===== config.mk =====
export PLATFORM = sky130hd
export DESIGN_NAME = uart_rx
export DESIGN_NICKNAME = d
export VERILOG_FILES = /design/src/rtl/uart_rx.sv
export SDC_FILE = /design/constraint.sdc
export NUM_CORES = 1
export LEC_CHECK = 0
export CORE_ASPECT_RATIO = 1.2
export CORE_MARGIN = 4
export CORE_UTILIZATION = 25
export DETAILED_ROUTE_END_ITERATION = 6
export SYNTH_ARGS = -nofsm -noshare
export SYNTH_HDL_FRONTEND = slang
export SYNTH_SLANG_ARGS = --single-unit

===== constraint.sdc =====
create_clock -name sys_clk_i -period 7.61 [get_ports sys_clk_i]
set_clock_uncertainty 0.2 [all_clocks]
set_input_delay 1.522 -clock sys_clk_i [delete_from_list [all_inputs] [get_ports sys_clk_i]]
set_output_delay 1.522 -clock sys_clk_i [all_outputs]
set_load 0.02 [all_outputs]

===== src/rtl/uart_rx.sv =====
// rtl/uart_rx.sv - 8N1 UART receiver with mid-bit sampling and valid/ready byte output
// The line is synchronized, start bits are qualified at half-bit, and bytes are held until consumed.

module uart_rx #(
  parameter int CLK_HZ = 12000000,
  parameter int BAUD   = 115200
) (
  input  logic       sys_clk_i,
  input  logic       sys_rst_n_i,
  input  logic       uart_rx_i,
  output logic [7:0] uart_dat_o,
  output logic       uart_valid_o,
  input  logic       uart_ready_i,
  output logic       uart_frame_err_o,
  output logic       uart_overrun_o,
  output logic       uart_busy_o
);

  localparam int DIV = (CLK_HZ + BAUD / 2) / BAUD;
  localparam int TW  = $clog2(DIV);
  localparam logic [TW-1:0] HALF_M1 = TW'(DIV / 2 - 1);
  localparam logic [TW-1:0] FULL_M1 = TW'(DIV - 1);

  generate
    if (DIV < 4) begin : g_div_check
      $error("uart_rx: clock/baud ratio too small, DIV must be at least 4");
    end
  endgenerate

  typedef enum logic [2:0] {
    S_IDLE,
    S_START,
    S_DATA,
    S_STOP,
    S_WAIT_HIGH
  } state_t;

  state_t          r_state;
  logic            r_sync1;
  logic            r_rxs;
  logic [TW-1:0]   r_timer;
  logic [2:0]      r_idx;
  logic [7:0]      r_shift;
  logic [7:0]      r_dat;
  logic            r_valid;
  logic            r_frame_err;
  logic            r_overrun;

  always_ff @(posedge sys_clk_i or negedge sys_rst_n_i) begin
    if (!sys_rst_n_i) begin
      r_sync1 <= 1'b1;
      r_rxs   <= 1'b1;
    end else begin
      r_sync1 <= uart_rx_i;
      r_rxs   <= r_sync1;
    end
  end

  always_ff @(posedge sys_clk_i or negedge sys_rst_n_i) begin
    if (!sys_rst_n_i) begin
      r_state     <= S_IDLE;
      r_timer     <= '0;
      r_idx       <= 3'd0;
      r_shift     <= 8'h00;
      r_dat       <= 8'h00;
      r_valid     <= 1'b0;
      r_frame_err <= 1'b0;
      r_overrun   <= 1'b0;
    end else begin
      r_frame_err <= 1'b0;
      r_overrun   <= 1'b0;
      if (r_valid && uart_ready_i) begin
        r_valid <= 1'b0;
      end
      case (r_state)
        S_IDLE: begin
          if (!r_rxs) begin
            r_state <= S_START;
            r_timer <= HALF_M1;
          end
        end
        S_START: begin
          if (r_timer != '0) begin
            r_timer <= r_timer - 1'b1;
          end else if (r_rxs) begin
            r_state <= S_IDLE;
          end else begin
            r_state <= S_DATA;
            r_timer <= FULL_M1;
            r_idx   <= 3'd0;
          end
        end
        S_DATA: begin
          if (r_timer != '0) begin
            r_timer <= r_timer - 1'b1;
          end else begin
            r_shift[r_idx] <= r_rxs;
            r_timer        <= FULL_M1;
            if (r_idx == 3'd7) begin
              r_state <= S_STOP;
            end else begin
              r_idx <= r_idx + 3'd1;
            end
          end
        end
        S_STOP: begin
          if (r_timer != '0) begin
            r_timer <= r_timer - 1'b1;
          end else if (r_rxs) begin
            // A held byte that is being consumed this cycle frees the slot.
            if (!r_valid || uart_ready_i) begin
              r_dat   <= r_shift;
              r_valid <= 1'b1;
            end else begin
              r_overrun <= 1'b1;
            end
            r_state <= S_IDLE;
          end else begin
            r_frame_err <= 1'b1;
            r_state     <= S_WAIT_HIGH;
          end
        end
        S_WAIT_HIGH: begin
          if (r_rxs) begin
            r_state <= S_IDLE;
          end
        end
        default: r_state <= S_IDLE;
      endcase
    end
  end

  assign uart_dat_o       = r_dat;
  assign uart_valid_o     = r_valid;
  assign uart_frame_err_o = r_frame_err;
  assign uart_overrun_o   = r_overrun;
  assign uart_busy_o      = (r_state != S_IDLE);

endmodule


==> results of run 1 <==
-- cell usage after synthesis (all sizes together), types with 4 or more instances --
library cell  instances
a21oi                 7
buf                   4
clkbuf                6
dfrtp                32
ha                    4
inv                   6
mux2                 16
nand2                 7
nor2                  7
nor3                  7
o21ai                 5
-- worst register-to-register path, stage by stage (launching register included) --
cell and delay (ns):
sky130_fd_sc_hd__dfrtp_1 0.42, sky130_fd_sc_hd__inv_1 0.09, sky130_fd_sc_hd__ha_1 0.16, sky130_fd_sc_hd__or4b_1 0.58
sky130_fd_sc_hd__or4_4 0.55, sky130_fd_sc_hd__nor2b_2 0.37, sky130_fd_sc_hd__mux2_2 0.38
-- path summary, 6_finish.rpt --
check	cells after the start	to	slack (ns)
max in group asynchronous	2	r_rxs$_DFF_PN1_	5.42
worst max register to register	6	uart_dat_o[6]$_DFFE_PN0P_	4.74
worst min register to register	0	r_rxs$_DFF_PN1_	0.16
worst max-delay path	2	uart_busy_o	4.12
min in group asynchronous	2	r_state[1]$_DFFE_PN0P_	1.45
worst min-delay path	0	r_rxs$_DFF_PN1_	0.16
-- logic make-up after synthesis --
logic type                 synth area share [%]
muxes                                      11.8
AOI/OAI and AO/OA                          12.8
buffers and inverters                      4.66
DFF                                        50.4
adders and majority gates                  2.96
xor gates and xnor gates                  0.517
and+or+nand+nor                            16.9
-- sequential cells by signal (all words and copies together) (netlist names) --
| name | count |
|---|---|
| r_shift | 8 |
| r_rxs | 1 |
| uart_valid_o | 1 |
| r_sync1 | 1 |
| r_timer | 7 |
| r_state | 3 |
| uart_dat_o | 8 |
| r_idx | 3 |
| uart_overrun_o | 1 |
| uart_frame_err_o | 1 |
-- report_power, final --
group          leakage, nW  internal (mW)  total [mW]  switching [mW]
clock               0.0504         0.0974       0.166          0.0691
sequential           0.453          0.182       0.183         0.00120
combinational        0.391        0.00221     0.00641         0.00420
total                0.895          0.281       0.356          0.0745
-- per-layer routing --
layer / track usage (%) / vias to the layer above
met3: 3.04 / 5
met2: 14.3 / 17
met1: 9.83 / 584
met4: 3.77 / 0
met5: 0 / -
li1: - / 586
-- cell type report --
type	instances	area, um2	share of cell area (%)
Clock buffer	5	68.8	3.42
Clock inverter	3	45.0	2.24
Inverter	6	22.5	1.12
Multi-Input combinational cell	102	761	37.8
Sequential cell	34	853	42.4
Tap cell	85	106	5.28
Timing Repair Buffer	16	158	7.83
==> run metrics, run 1 <==
post-route standard cell area excluding fillers=2010 um2; count of different cell masters after synthesis=46; all-layer global routing usage=8.54%; Initial Util=25.9%; final net count=173; number of slew-limit violations in the final report=0; drt pass-1 iters=4; overall power of the completed layout=0.356 mW; count of endpoints failing hold in the final timing report=0; Die Outline Area=8160 um2; Worst slew margin=50.8%; result of the run=finished, final reports clean; dominant synthesized flop cell=sky130_fd_sc_hd__dfrtp_1; net count of the mapped netlist=160; metal1 wirelength=1450 um; share of flip-flops with an asynchronous set or reset=100%; vias in the first global route=1161; Starting DRT DRC Count=50; maximum number of pins on one net before global-route repair=35; chip width=83.1 um; Final ANT Viol Nets=0; Detail Placement HPWL=2220 um; clock slew at reported path FFs=0.08 ns; GRT overflow=0; required time worst endpoint=5.89 ns; total met3 wirelength after detailed routing=123 um; TritonCTS clock tree=built; DRC violation count after routing=0; setup repair after global routing missed its margin=no; Seq cells post-synth=34; syn avg cell area=11.1 um2; leading cell types in the layout, fill and taps excluded=sky130_fd_sc_hd__dfrtp_1 (32), sky130_fd_sc_hd__mux2_2 (16), sky130_fd_sc_hd__clkdlybuf4s50_1 (15); proportion of synthesized chip area in sequential cells=50.4%; Setup TNS=0 ns; share of post-route cells with drive strength above 1=21.7%; period utilization=45.8%; number of buffers created by CTS=5; latest clock arrival within the worst-skew pair=0.29 ns; overall routed net length=3180 um; startpoint of the worst register-to-register path=r_timer[0]$_DFFE_PN0P_; Root Buffer Master=sky130_fd_sc_hd__clkbuf_8; cells resized by post-CTS repair=0; most common library cell in the layout ignoring fill and taps=sky130_fd_sc_hd__dfrtp_1; Setup WS pre-CTS=4.38 ns; Worst Max-Slew Pin Slew=0.737 ns; Placed Instance Area=1900 um2; number of endpoints failing setup at the final stage=0; CP startpoint kind=flop; number of synthesized flops with an enable pin=0; Yosys top cell by area=sky130_fd_sc_hd__dfrtp_1; Worst setup startpoint=r_state[0]$_DFFE_PN0P_; Buf+Inv Stages, Crit Path=1; Port Buf Inserts=15; number of H-tree levels=2; endpoint type of the worst setup path=output pin; die outline height=98.1 um; summed instance area of the synthesized netlist=1690 um2; core utilization of the finished layout=30.9%; post-synth top area share=47.3%; number of top-level pins=16; synthesis-to-layout area growth=19.0%; number of placement rows=32; final standard cell count with taps included and fillers excluded=251; worst-case hold slack=0.159 ns; final setup slack of the worst path=4.12 ns; peak clock frequency supported by timing=287 MHz; critical path fanouts, max=13; Filler Cell Count=674; Largest delay share family, worst path=buffers and inverters; critical path cell sequence=or3_1 > clkdlybuf4s50_1; routed vias=1192; core area=6530 um2; Tmin final=3.49 ns; peak ir drop on the vdd network=0.0685 mV; detail-routed net length per standard cell=12.7 um; static leakage=0.895 nW; number of buffers inserted for hold repair after clock tree synthesis=0; topmost layer with routed signal wires=met4; areal power density over the cells=177 nW/um2; largest cells by area after synthesis=sky130_fd_sc_hd__dfrtp_1 (47%), sky130_fd_sc_hd__mux2_2 (11%), sky130_fd_sc_hd__dfstp_2 (3.1%); Avg Vias per Cell=4.75; number of synthesis warnings=0; worst min path class=reg2reg; sinks on the clock net=34; post-synthesis cell count=152; total instance count after detailed placement=243; critical path type=reg2out; peak per-stage delay on the critical path=0.54 ns; wire length of the first global-routing pass=5600 um; worst endpoint data arrival time=1.77 ns; number of diodes=0; worst-case clock buffer depth=2; met2 WL post-DR=1550 um; initial antenna violation count=0; max_cap viols=0; placer congestion estimate=0.846; Setup Buffers After CTS=0; origin of the worst min-delay path=r_sync1$_DFF_PN1_; standard cell with the maximum stage delay on the critical path=sky130_fd_sc_hd__clkdlybuf4s50_1
Note: power is estimated with default switching activity, not from simulation.
==> run 2, diff against run 1 <==
- clock period: 7.61 -> 2.9 ns (I/O delays scaled with it)
==> run 2 against run 1 <==
- wire length up 3.1%
- core utilization up 0.82 points
- highest routed layer unchanged
- sequential power rose to 2.6 times the previous value
- non-clock buffer count up 4
- worst setup slack worse by 3.9 ns
- via count down 0.67%
- clock power rose to 3.1 times the previous value
- register-to-register slack worse by 4.6 ns
- count of clock-buffer cells in the layout unchanged
- final area up 2.7%
- largest power group is now the clock network
- die area unchanged
==> run metrics, run 2 (synthesis results as in run 1) <==
period utilization=93.5%; all-layer global routing usage=8.71% (+0.17 points); GRT overflow=0 (unchanged); endpoint type of the worst setup path=flop; final net count=177 (+2.3%); Avg Vias per Cell=4.64 (-2.2%); CP startpoint kind=flop; share of post-route cells with drive strength above 1=23.5% (+1.8 points); most common library cell in the layout ignoring fill and taps=sky130_fd_sc_hd__dfrtp_1; final standard cell count with taps included and fillers excluded=255 (+1.6%); Root Buffer Master=sky130_fd_sc_hd__clkbuf_8; end of the worst hold path=r_rxs$_DFF_PN1_; number of buffers created by CTS=5 (unchanged); origin of the worst min-delay path=r_sync1$_DFF_PN1_; met2 global-route usage=14.9% (+0.62 points); Setup TNS=0 ns (unchanged); max_cap viols=0 (unchanged); latest clock arrival within the worst-skew pair=0.29 ns (about the same); number of buffers inserted for hold repair after clock tree synthesis=0 (unchanged); cells resized by post-CTS repair=0 (unchanged); Tmin final=2.71 ns; die outline height=98.1 um (unchanged); required time worst endpoint=2.87 ns (-3.02 ns); total instance count after detailed placement=247 (+1.6%); Final ANT Viol Nets=0 (unchanged); peak ir drop on the vdd network=0.174 mV (+150%); Starting DRT DRC Count=50 (unchanged); worst endpoint data arrival time=2.68 ns (+0.91 ns); startpoint of the worst register-to-register path=r_timer[0]$_DFFE_PN0P_; number of diodes=0 (unchanged); Detail Placement HPWL=2340 um (+5.5%); M3 GR Usage=2.62% (-0.42 points); detail-routed net length per standard cell=12.9 um (+1.5%); placer congestion estimate=0.786 (-7.1%); number of H-tree levels=2 (unchanged); Initial Util=25.9% (unchanged); endpoint of the most critical register-to-register path=uart_dat_o[3]$_DFFE_PN0P_; routed vias=1184 (-0.67%); Worst slew margin=53.0% (+2.2 points); sinks on the clock net=34 (unchanged); number of slew-limit violations in the final report=0 (unchanged); initial antenna violation count=0 (unchanged); vias in the first global route=1246 (+7.3%); Die Outline Area=8160 um2 (unchanged); leading cell types in the layout, fill and taps excluded=sky130_fd_sc_hd__dfrtp_1 (32), sky130_fd_sc_hd__mux2_2 (16), sky130_fd_sc_hd__clkdlybuf4s50_1 (15); Worst Max-Slew Pin Slew=0.699 ns (-0.0380 ns); areal power density over the cells=493 nW/um2 (+180%); Setup Buffers After CTS=0 (unchanged); synthesis-to-layout area growth=22.2%; worst min path class=reg2reg; worst-case clock buffer depth=2 (unchanged); static leakage=0.932 nW (+4.1%); critical path fanouts, max=8 (-5); count of endpoints failing hold in the final timing report=0 (unchanged); number of top-level pins=16 (unchanged); drt pass-1 iters=4 (unchanged); Port Buf Inserts=15 (unchanged); number of placement rows=32 (unchanged); DRC violation count after routing=0 (unchanged); Placed Instance Area=1930 um2 (+1.6%); chip width=83.1 um (unchanged); met1 Usage GRT=9.97% (+0.14 points); peak clock frequency supported by timing=369 MHz; Cells on Worst Hold Path=0 (unchanged); final setup slack of the worst path=0.188 ns (-3.93 ns); maximum number of pins on one net before global-route repair=35 (unchanged); core area=6530 um2 (unchanged); core utilization of the finished layout=31.7% (+0.82 points); number of endpoints failing setup at the final stage=0 (unchanged); post-route standard cell area excluding fillers=2070 um2 (+2.7%); wire length of the first global-routing pass=5860 um (+4.6%); TritonCTS clock tree=built; critical path type=reg2reg; clock slew at reported path FFs=0.07 ns (about the same); result of the run=finished, final reports clean; layer with the highest usage after global routing=met2; worst reg2reg setup slack=0.19 ns (-4.55 ns); Setup WS pre-CTS=0.165 ns (-4.21 ns); number of cells on the worst reg-to-reg path=6 (unchanged); setup repair after global routing missed its margin=no; overall routed net length=3280 um (+3.1%)
==> run 2: cell types whose count changed in the layout (fill, tap and decap cells not counted) <==
cell	previous run	this run
sky130_fd_sc_hd__buf_4	1	5
sky130_fd_sc_hd__bufinv_16	1	2
sky130_fd_sc_hd__clkinv_4	0	1
sky130_fd_sc_hd__clkinvlp_4	2	0
==> run 2: layout make-up <==
| cell class | instances | area (um2) |
|---|---|---|
| clock buffers | 5 | 68.8 |
| repair buffers | 20 | 188 |
| multi-input cells | 102 | 761 |
| well taps | 85 | 106 |
| clock inverters | 3 | 68.8 |
| flip-flops and latches | 34 | 853 |
| inverters | 6 | 22.5 |
| fillers | 662 | 4460 |
==> run 2: per-layer routing <==
layer	share of wire, %	up-vias
li1	-	584
met1	45	574
met2	49	18
met3	3.6	8
met4	2.3	0
met5	0	-
==> run 2: worst max path at each step <==
stage / start / end / slack (ns)
after global placement: r_timer[0]$_DFFE_PN0P_ / uart_dat_o[3]$_DFFE_PN0P_ / 0.20
after global routing: r_timer[0]$_DFFE_PN0P_ / uart_dat_o[3]$_DFFE_PN0P_ / 0.03
after CTS: r_timer[0]$_DFFE_PN0P_ / uart_dat_o[3]$_DFFE_PN0P_ / 0.16
final: r_timer[0]$_DFFE_PN0P_ / uart_dat_o[3]$_DFFE_PN0P_ / 0.19
after floorplan: r_timer[0]$_DFFE_PN0P_ / uart_dat_o[0]$_DFFE_PN0P_ / 0.33
after detailed placement: r_timer[0]$_DFFE_PN0P_ / uart_dat_o[3]$_DFFE_PN0P_ / 0.17
==> run 2: worst max-delay path: stages (launching register included) <==
cell	delay [ns]
sky130_fd_sc_hd__dfrtp_1	0.42
sky130_fd_sc_hd__inv_1	0.09
sky130_fd_sc_hd__ha_1	0.16
sky130_fd_sc_hd__or4b_1	0.46
sky130_fd_sc_hd__or4_4	0.52
sky130_fd_sc_hd__nor2b_2	0.37
sky130_fd_sc_hd__mux2_2	0.38
==> run 2: power breakdown <==
part	internal [mW]	switching (mW)
Combinational	0.00675	0.0141
Sequential	0.476	0.000504
Clock	0.344	0.178
Total	0.828	0.192
==> run 2: through the flow <==
step	total power, mW	hold WS, ns
3_5_place_dp	0.508	0.147
5_1_grt	1.06	0.161
2_1_floorplan	0.491	0.0844
6_report	1.02	0.156
3_3_place_gp	0.508	0.146
4_1_cts	1.03	0.158
==> patch (settings of run 1) <==
Change the parameter `BAUD` from 115200 to 230400.
--- a/src/rtl/uart_rx.sv
+++ b/src/rtl/uart_rx.sv
@@ -5,3 +5,3 @@
   parameter int CLK_HZ = 12000000,
-  parameter int BAUD   = 115200
+  parameter int BAUD   = 230400
 ) (
Formal check against the unedited RTL: same outputs for any inputs over 10 cycles, from zero or initial values and one cycle with sys_rst_n_i low; that may be too few to reach the edited logic, so the function may still have changed.
==> patch against run 1 <==
Synthesized area down 7.6%. Sequential cell count down 1. Utilization up 0.11 points. Critical path depth unchanged. Routed wire length down 11%. Final area down 7.0%. Worst setup slack worse by 5.2 ps.
Power is not compared: it rests on default switching activity, and its combinational part moved more than twofold at a synthesized area within 25%.
==> patch: results (changes against run 1) <==
outcome: "complete, no violations"
first_iter_violations: 86  # +72%
maxSlewHeadroom: 0.528  # +0.0208
htree_levels: 2  # unchanged
fillCellCount: 644  # -4.5%
totalWireLength_um: 2830  # -11%
grt_max_degree: 34  # -2.9%
cp_top_family: "buffers and inverters"
hp-start: "r_sync1"
clk_latency_ps: 280
grt_pass1_wl_um: 4980  # -11%
yosysSeqAreaShare: 0.530  # +0.0255
irDropWorstVdd_uv: 66.6
routabilityCongestion: 0.827  # -2.2%
hold_class: "flip-flop to flip-flop"
viasPerCell: 4.54  # -4.4%
num_antenna_cells: 0  # unchanged
critical_path.startpoint: "r_state[2]"
cts_resized: 0  # unchanged
ys_types: 37  # -20%
nNetsFinal: 161  # -6.9%
regToRegStartpoint: "r_timer[2]"
worstHoldPathCells: 0  # unchanged
postCtsSetupBuffers: 0  # unchanged
antenna_found_initial: 0  # unchanged
ff2ff_setup_slack_ps: 4950  # +210 ps
p_leak_nw: 0.811
dp_hpwl_um: 1970  # -11%
cts_buffer_depth: 2  # unchanged
slowest_delay_ps: 550
reg2reg_to: "uart_dat_o[6]"
critPathSlowestCell: "clkdlybuf4s50_1"
drive_above_1_share: 0.195  # -0.0221
yosys-top-cells-count: "dfrtp_1, mux2_2, nor2_1, nand2_1"
synth_area_leaders: "dfrtp_1, mux2_2, dfstp_2"
ys_warn_count: 0  # unchanged
grt_pass1_vias: 1066  # -8.2%
worstPathMaxFanout: 12  # -1
holdPathEnd: "r_rxs"
r2r_cells: 5  # -1
grt_usage: 0.0860  # +0.000581
synth_nets: 147  # -8.1%
io_buffers: 15  # unchanged
async_flop_share: 1.00  # unchanged
cts_root_buf: "clkbuf_8"
## patch: cell count changes after synthesis, sizes merged, moves of 3 or more
cell,delta
inv,-4
nor3b,-3
or3,+3
nor2,+7
nand3b,-3
nand2,+3
## patch: how the worst max path moves through the flow
| stage | endpoint | slack, ps | cells after the start |
|---|---|---|---|
| 2_1_floorplan | uart_busy_o | 4870 | 2 |
| 3_3_place_gp | uart_dat_o[0] | 4130 | 4 |
| 6_report | uart_busy_o | 4120 | 2 |
| 5_1_grt | uart_busy_o | 4070 | 2 |
| 3_5_place_dp | uart_dat_o[6] | 4080 | 4 |
| 4_1_cts | uart_busy_o | 4090 | 2 |
## patch: layer usage
metal | GRT usage | vias to the layer above | share of wire
met4 | 0.0521 | 0 | 0.029
li1 | - | 526 | -
met1 | 0.0954 | 526 | 0.45
met5 | 0 | - | 0
met3 | 0.0286 | 5 | 0.034
met2 | 0.142 | 14 | 0.49
## patch: power by group through the flow
stage	registers, mW	clock network, mW	logic [mW]
after floorplan	0.217	0	0.110
after global placement	0.235	0	0.118
after detailed placement	0.236	0	0.121
after CTS	0.232	0.132	0.121
after global routing	0.239	0.140	0.136
final	0.234	0.126	0.120
## patch: final cells by class
cell class	count	area, µm²	area share
sequential	33	828	0.442
multi-input combinational	95	692	0.369
timing repair buffer	16	158	0.0841
tap	82	103	0.0547
clock buffer	5	68.8	0.0367
clock inverter	3	17.5	0.00935
inverter	2	7.51	0.00401
## patch: worst register-to-register path, stage by stage (launching register included)
cell and delay [ps]:
dfrtp_1 420, or3_4 410, nor2_1 310, nand3_1 190, nor2b_1 600, mux2_2 410
## patch: per-stage QoR
stage	area [µm²]	std cells	hold WS [ps]	setup WS, ps	utilization
after floorplan	1560	139	145	4870	-
after detailed placement	1790	228	149	4080	0.295
after CTS	1870	236	159	4090	0.310
after global routing	1870	236	165	4070	0.310
final	1870	236	158	4120	0.310
after global placement	1790	228	148	4130	0.295
## patch: cell families (layout without fill, tap and decap cells)
family	after synthesis	after routing	share of synthesized area
AO/OA/AOI/OAI	20	20	0.0840
flip-flops	33	33	0.530
buffers and inverters	11	26	0.0280
adder cells (fa/ha/maj)	4	4	0.0320
multiplexers	18	18	0.129
AND/OR/NAND/NOR	53	53	0.198
